==> src/rtl/cla_pkg.sv <==
// Shared constants for the pipelined carry-look-ahead adder:
// the legal operand width range and the look-ahead slice width.
package cla_pkg;
    localparam int CLA_WIDTH_MIN = 8;
    localparam int CLA_WIDTH_MAX = 64;
    localparam int CLA_SLICE_W   = 4;
endpackage

==> src/rtl/cla_half_adder_w.sv <==
// N-bit adder built as a ripple of 4-bit carry-look-ahead slices.
// N must be a multiple of the slice width; the top-level width check guarantees it.
module cla_half_adder_w
    import cla_pkg::*;
#(
    parameter int N = 16
) (
    input  logic [N-1:0] A,
    input  logic [N-1:0] B,
    input  logic         cin,
    output logic [N-1:0] sum,
    output logic         cout
);

    localparam int NS = N / CLA_SLICE_W;

    logic [NS:0] c;

    assign c[0] = cin;

    for (genvar s = 0; s < NS; s++) begin : g_slice
        logic [3:0] g;
        logic [3:0] p;
        logic [4:0] cc;

        assign g = A[s*CLA_SLICE_W +: CLA_SLICE_W] & B[s*CLA_SLICE_W +: CLA_SLICE_W];
        assign p = A[s*CLA_SLICE_W +: CLA_SLICE_W] ^ B[s*CLA_SLICE_W +: CLA_SLICE_W];

        // Every slice carry is a flat sum of products of the slice carry-in.
        assign cc[0] = c[s];
        assign cc[1] = g[0] | (p[0] & cc[0]);
        assign cc[2] = g[1] | (p[1] & g[0]) | (p[1] & p[0] & cc[0]);
        assign cc[3] = g[2] | (p[2] & g[1]) | (p[2] & p[1] & g[0])
                     | (p[2] & p[1] & p[0] & cc[0]);
        assign cc[4] = g[3] | (p[3] & g[2]) | (p[3] & p[2] & g[1])
                     | (p[3] & p[2] & p[1] & g[0])
                     | (p[3] & p[2] & p[1] & p[0] & cc[0]);

        assign sum[s*CLA_SLICE_W +: CLA_SLICE_W] = p ^ cc[3:0];
        assign c[s+1] = cc[4];
    end

    assign cout = c[NS];

endmodule

==> src/rtl/cla_pipe_adder.sv <==
// Two-stage pipelined adder: low half in stage 1, upper half plus low carry in stage 2.
// Define CLA_PIPE_OVF_EN to add the registered signed-overflow output ovf.
module cla_pipe_adder
    import cla_pkg::*;
#(
    parameter int WIDTH = 32
) (
    input  logic             clk,
    input  logic             rst,
    input  logic             in_valid,
    output logic             in_ready,
    input  logic [WIDTH-1:0] a,
    input  logic [WIDTH-1:0] b,
    input  logic             cin,
    output logic             out_valid,
    input  logic             out_ready,
    output logic [WIDTH-1:0] sum,
    output logic             cout
`ifdef CLA_PIPE_OVF_EN
    ,
    output logic             ovf
`endif
);

    localparam int H = WIDTH / 2;

    if ((WIDTH % 8) != 0 || WIDTH < CLA_WIDTH_MIN || WIDTH > CLA_WIDTH_MAX) begin : g_bad_width
        $error("cla_pipe_adder: WIDTH must be a multiple of 8 in 8..64");
    end

    // Handshake: a beat moves on a port when valid and ready are both high at the
    // rising edge. in_ready never looks at in_valid; valid may not wait for ready.
    logic s1_valid;
    logic s2_valid;
    logic s1_adv;
    logic s2_adv;

    logic [H-1:0] s1_lo_sum;
    logic         s1_lo_c;
    logic [H-1:0] s1_a_hi;
    logic [H-1:0] s1_b_hi;

    logic [WIDTH-1:0] s2_sum;
    logic             s2_cout;

    logic [H-1:0] lo_sum;
    logic         lo_c;
    logic [H-1:0] hi_sum;
    logic         hi_c;

    assign s2_adv   = !s2_valid || out_ready;
    assign s1_adv   = !s1_valid || s2_adv;
    assign in_ready = s1_adv;

    cla_half_adder_w #(.N(H)) u_lo (
        .A    (a[H-1:0]),
        .B    (b[H-1:0]),
        .cin  (cin),
        .sum  (lo_sum),
        .cout (lo_c)
    );

    cla_half_adder_w #(.N(H)) u_hi (
        .A    (s1_a_hi),
        .B    (s1_b_hi),
        .cin  (s1_lo_c),
        .sum  (hi_sum),
        .cout (hi_c)
    );

    always_ff @(posedge clk) begin
        if (rst) begin
            s1_valid  <= 1'b0;
            s1_lo_sum <= '0;
            s1_lo_c   <= 1'b0;
            s1_a_hi   <= '0;
            s1_b_hi   <= '0;
            s2_valid  <= 1'b0;
            s2_sum    <= '0;
            s2_cout   <= 1'b0;
        end else begin
            // A bubble clears the valid bit but leaves the data registers untouched.
            if (s1_adv) begin
                s1_valid <= in_valid;
                if (in_valid) begin
                    s1_lo_sum <= lo_sum;
                    s1_lo_c   <= lo_c;
                    s1_a_hi   <= a[WIDTH-1:H];
                    s1_b_hi   <= b[WIDTH-1:H];
                end
            end
            if (s2_adv) begin
                s2_valid <= s1_valid;
                if (s1_valid) begin
                    s2_sum  <= {hi_sum, s1_lo_sum};
                    s2_cout <= hi_c;
                end
            end
        end
    end

`ifdef CLA_PIPE_OVF_EN
    logic s2_ovf;

    // The operand sign bits already travel in the stage-1 upper halves.
    always_ff @(posedge clk) begin
        if (rst) begin
            s2_ovf <= 1'b0;
        end else if (s2_adv && s1_valid) begin
            s2_ovf <= (s1_a_hi[H-1] == s1_b_hi[H-1]) && (hi_sum[H-1] != s1_a_hi[H-1]);
        end
    end

    assign ovf = s2_ovf;
`endif

    assign out_valid = s2_valid;
    assign sum       = s2_sum;
    assign cout      = s2_cout;

endmodule

==> config.mk <==
export PLATFORM = sky130hd
export DESIGN_NAME = cla_pipe_adder
export DESIGN_NICKNAME = d
export VERILOG_FILES = /design/src/rtl/cla_pkg.sv /design/src/rtl/cla_half_adder_w.sv /design/src/rtl/cla_pipe_adder.sv
export SDC_FILE = /design/constraint.sdc
export NUM_CORES = 1
export LEC_CHECK = 0
export CAP_MARGIN = 15
export CORE_AREA = 5 5 99 101
export CTS_CLUSTER_SIZE = 20
export DETAILED_ROUTE_END_ITERATION = 10
export DIE_AREA = 0 0 104 106
export GPL_TIMING_DRIVEN = 0
export PLACE_DENSITY = 0.76
export SLEW_MARGIN = 25
export SYNTH_ARGS = -nofsm -noshare
export SYNTH_HDL_FRONTEND = slang
export SYNTH_SLANG_ARGS = --single-unit
==> constraint.sdc <==
create_clock -name clk -period 3.4 [get_ports clk]
set_input_delay 0.68 -clock clk [delete_from_list [all_inputs] [get_ports clk]]
set_output_delay 0.68 -clock clk [all_outputs]
set_load 0.05 [all_outputs]
==> run metrics <==
status=complete, no violations; min-delay worst type=reg -> reg; reg2reg setup slack=0.54 ns; routed wire length=12.0 mm; Area growth, synth to finish=32.5%; die outline width=104 um; Worst Max-Slew Pin Slew=0.662 ns; CTS clk-pin slew, worst paths=0.08 ns; Overflow after GRT=0; initial antenna violation count=0; fin cells=743; yosys warns=0; hold path depth=2; headroom to the max-slew limit=55.8%; Post-Syn Instances=516; Critical Path Fanout Max=6; Longest Clk Path Bufs=2; GRT Total Usage=21.7%; CP Capture Type=flip-flop; Crit path top cell by count=nand2_1; Final Cycle Share=95.2%; hold wc startpoint=s1_lo_sum[3]; first-pass GRT wire length=19.6 mm; Vert. Die Dim=106 um; Yosys top cell by area=dfxtp_1; postcts setup bufs=0; max-slew violations=0; Critical Path Source=a[6]; kind of critical path=in -> reg; Post-CTS Resized=0; skew final=0.00827 ns; Hold-fix buffers, CTS=0; CORE AREA=0.00893 mm2; Final HPWL DP=9.20 mm; Synth top area share=39.6%; layout cell share with drive strength beyond 1=3.64%; unrepaired setup endpoints after global routing=no; P_leak=2.21 nW; critical path's largest stage delay=0.42 ns; Rows=35; CP Launch Type=input pin; vias in the first global route=4169; DR iter-0 viols=235; Cell variety after synth=49; drt first pass iters=5; R2R Path Start=s1_a_hi[0]; setup violators final=0; H-tree depth=3; Port Buffer Count=103; max frequency=309 MHz; # fillers=817; reg2reg end=sum[29]; Remaining DRCs=0; post-synthesis area per instance=8.23 um2; fin crit period=3.24 ns; Routed Antenna Nets=0; fin nets=739; sequential area share after synthesis=39.6%; Peak supply drop=0.199 mV; RePlAce Congestion=0.844; commonest cells after routing, fill and taps aside=nand2_1 (129), clkdlybuf4s50_1 (103), dfxtp_1 (84), a21oi_1 (75), ha_1 (32); Mapped Area=0.00425 mm2; total clock sinks=84; Synth async-reset ratio=0%; leading post-synthesis cells by cell area=dfxtp_1 (40%), nand2_1 (11%), ha_1 (9.4%), a21oi_1 (8.8%), fa_1 (3.8%); Final Core Density=63.0%; vias=4154; largest net degree at the start of global routing=13; die area=0.0110 mm2; number of synthesized register bits=84; CTS tree=done; commonest non-fill, non-tap cell in the layout=nand2_1; hold endpoint=sum[3]; Post-Syn Nets=625; max cap viols=0; CP max-delay cell=a311o_2; # diodes=0; Post-synth EDFFs=0; FF-to-FF path depth=10; Via density=5.59; Most used DFF post-synth=dfxtp_1; Final Hold Fails=0; Power Total=0.00239 W; P per Cell Area=424 mW/mm2; Bufs and invs on worst path=1; CP Cell Sequence=clkdlybuf4s50_1, ha_1, and4_1, a21o_1, a311o_2, o21a_4, nand2_1, nand2_1, fa_1, xnor2_1, a211oi_1; CTS buffer count=9; Root Driver=clkbuf_8; DR WL/cell=16.2 um; delay-heaviest family, CP=compound AO/OA/AOI/OAI gates; crit path DAT=3.45 ns; IO Pins=104; Inst Count DP=730; Clock Latency Late Sink=0.35 ns; Crit path required time=3.61 ns; initial core utilization=47.6%
-- sequential cells by signal, indices dropped and copies added, names as in the netlist --
| name | cells |
|---|---|
| sum | 32 |
| s1_a_hi | 16 |
| s1_b_hi | 16 |
| s1_lo_sum | 16 |
| cout | 1 |
| out_valid | 1 |
| s1_lo_c | 1 |
| s1_valid | 1 |
-- worst min-delay path: stages, from the launching register on --
cell and delay (ns):
dfxtp_1 0.31, nand2_1 0.05, a21oi_1 0.05
-- metal layers --
layer | part of all wire, % | up-vias | GRT usage, % | routed length [um]
met5 | 0 | - | 0 | 0
met4 | 1.9 | 0 | 7.59 | 230
met3 | 6.0 | 21 | 4.68 | 725
met2 | 50 | 143 | 37.8 | 6050
met1 | 42 | 1971 | 26.4 | 5000
li1 | - | 2019 | - | -
-- cell usage after synthesis, drive strengths merged (3+ instances only) --
cell / number
a21o: 8
nor2b: 4
a211oi: 14
o21ai: 13
dfxtp: 84
nor3: 9
o21a: 6
o211ai: 3
nor2: 24
xnor2: 9
nand3b: 13
clkbuf: 28
nand3: 6
a31oi: 3
nand2: 129
inv: 6
and2: 4
a21oi: 75
ha: 32
fa: 8
nand2b: 3
nor4: 4
-- metrics by stage --
stage / instance area, um2 / hold slack, ns / setup TNS (ns) / setup slack, ns
global route: 5630 / 0.473 / 0 / 0.0805
global placement: 5420 / 0.437 / -0.161 / -0.102
CTS: 5630 / 0.456 / 0 / 0.189
floorplan: 4250 / 0.432 / 0 / 0.493
finish: 5630 / 0.451 / 0 / 0.162
detailed placement: 5420 / 0.445 / -0.277 / -0.183
-- how the worst max path moves through the flow --
stage                    end  slack (ns)  depth (start not counted)
2_1_floorplan  s1_lo_sum[13]        0.49                         10
3_3_place_gp   s1_lo_sum[13]       -0.10                         11
3_5_place_dp   s1_lo_sum[13]       -0.18                         11
4_1_cts        s1_lo_sum[13]        0.19                         11
5_1_grt        s1_lo_sum[13]        0.08                         11
6_report       s1_lo_sum[13]        0.16                         11
-- where the power goes --
group | internal (W) | switching, W | leakage, nW
combinational | 0.000228 | 0.000291 | 1.41
sequential | 0.00104 | 0.0000403 | 0.689
clock | 0.000442 | 0.000340 | 0.107
total | 0.00172 | 0.000671 | 2.21
-- final cells by class --
class / instances / area, um2 / area share, %
plain buffers: 29 / 109 / 1.93
clock inverters: 2 / 60.1 / 1.07
repair buffers: 103 / 1030 / 18.3
inverters: 6 / 22.5 / 0.400
well taps: 111 / 139 / 2.47
multi-input cells: 397 / 2440 / 43.3
clock buffers: 11 / 151 / 2.69
flip-flops and latches: 84 / 1680 / 29.9
-- cells by family after synthesis --
| family | count (synthesis) | synth area share [%] |
|---|---|---|
| flops | 84 | 39.6 |
| mux | 1 | 0.236 |
| compound gates | 134 | 19.2 |
| xor+xnor | 11 | 2.27 |
| buf+inv | 35 | 3.09 |
| simple gates | 211 | 22.5 |
| fa+ha+maj | 40 | 13.2 |
(Power assumes the default switching activity.)
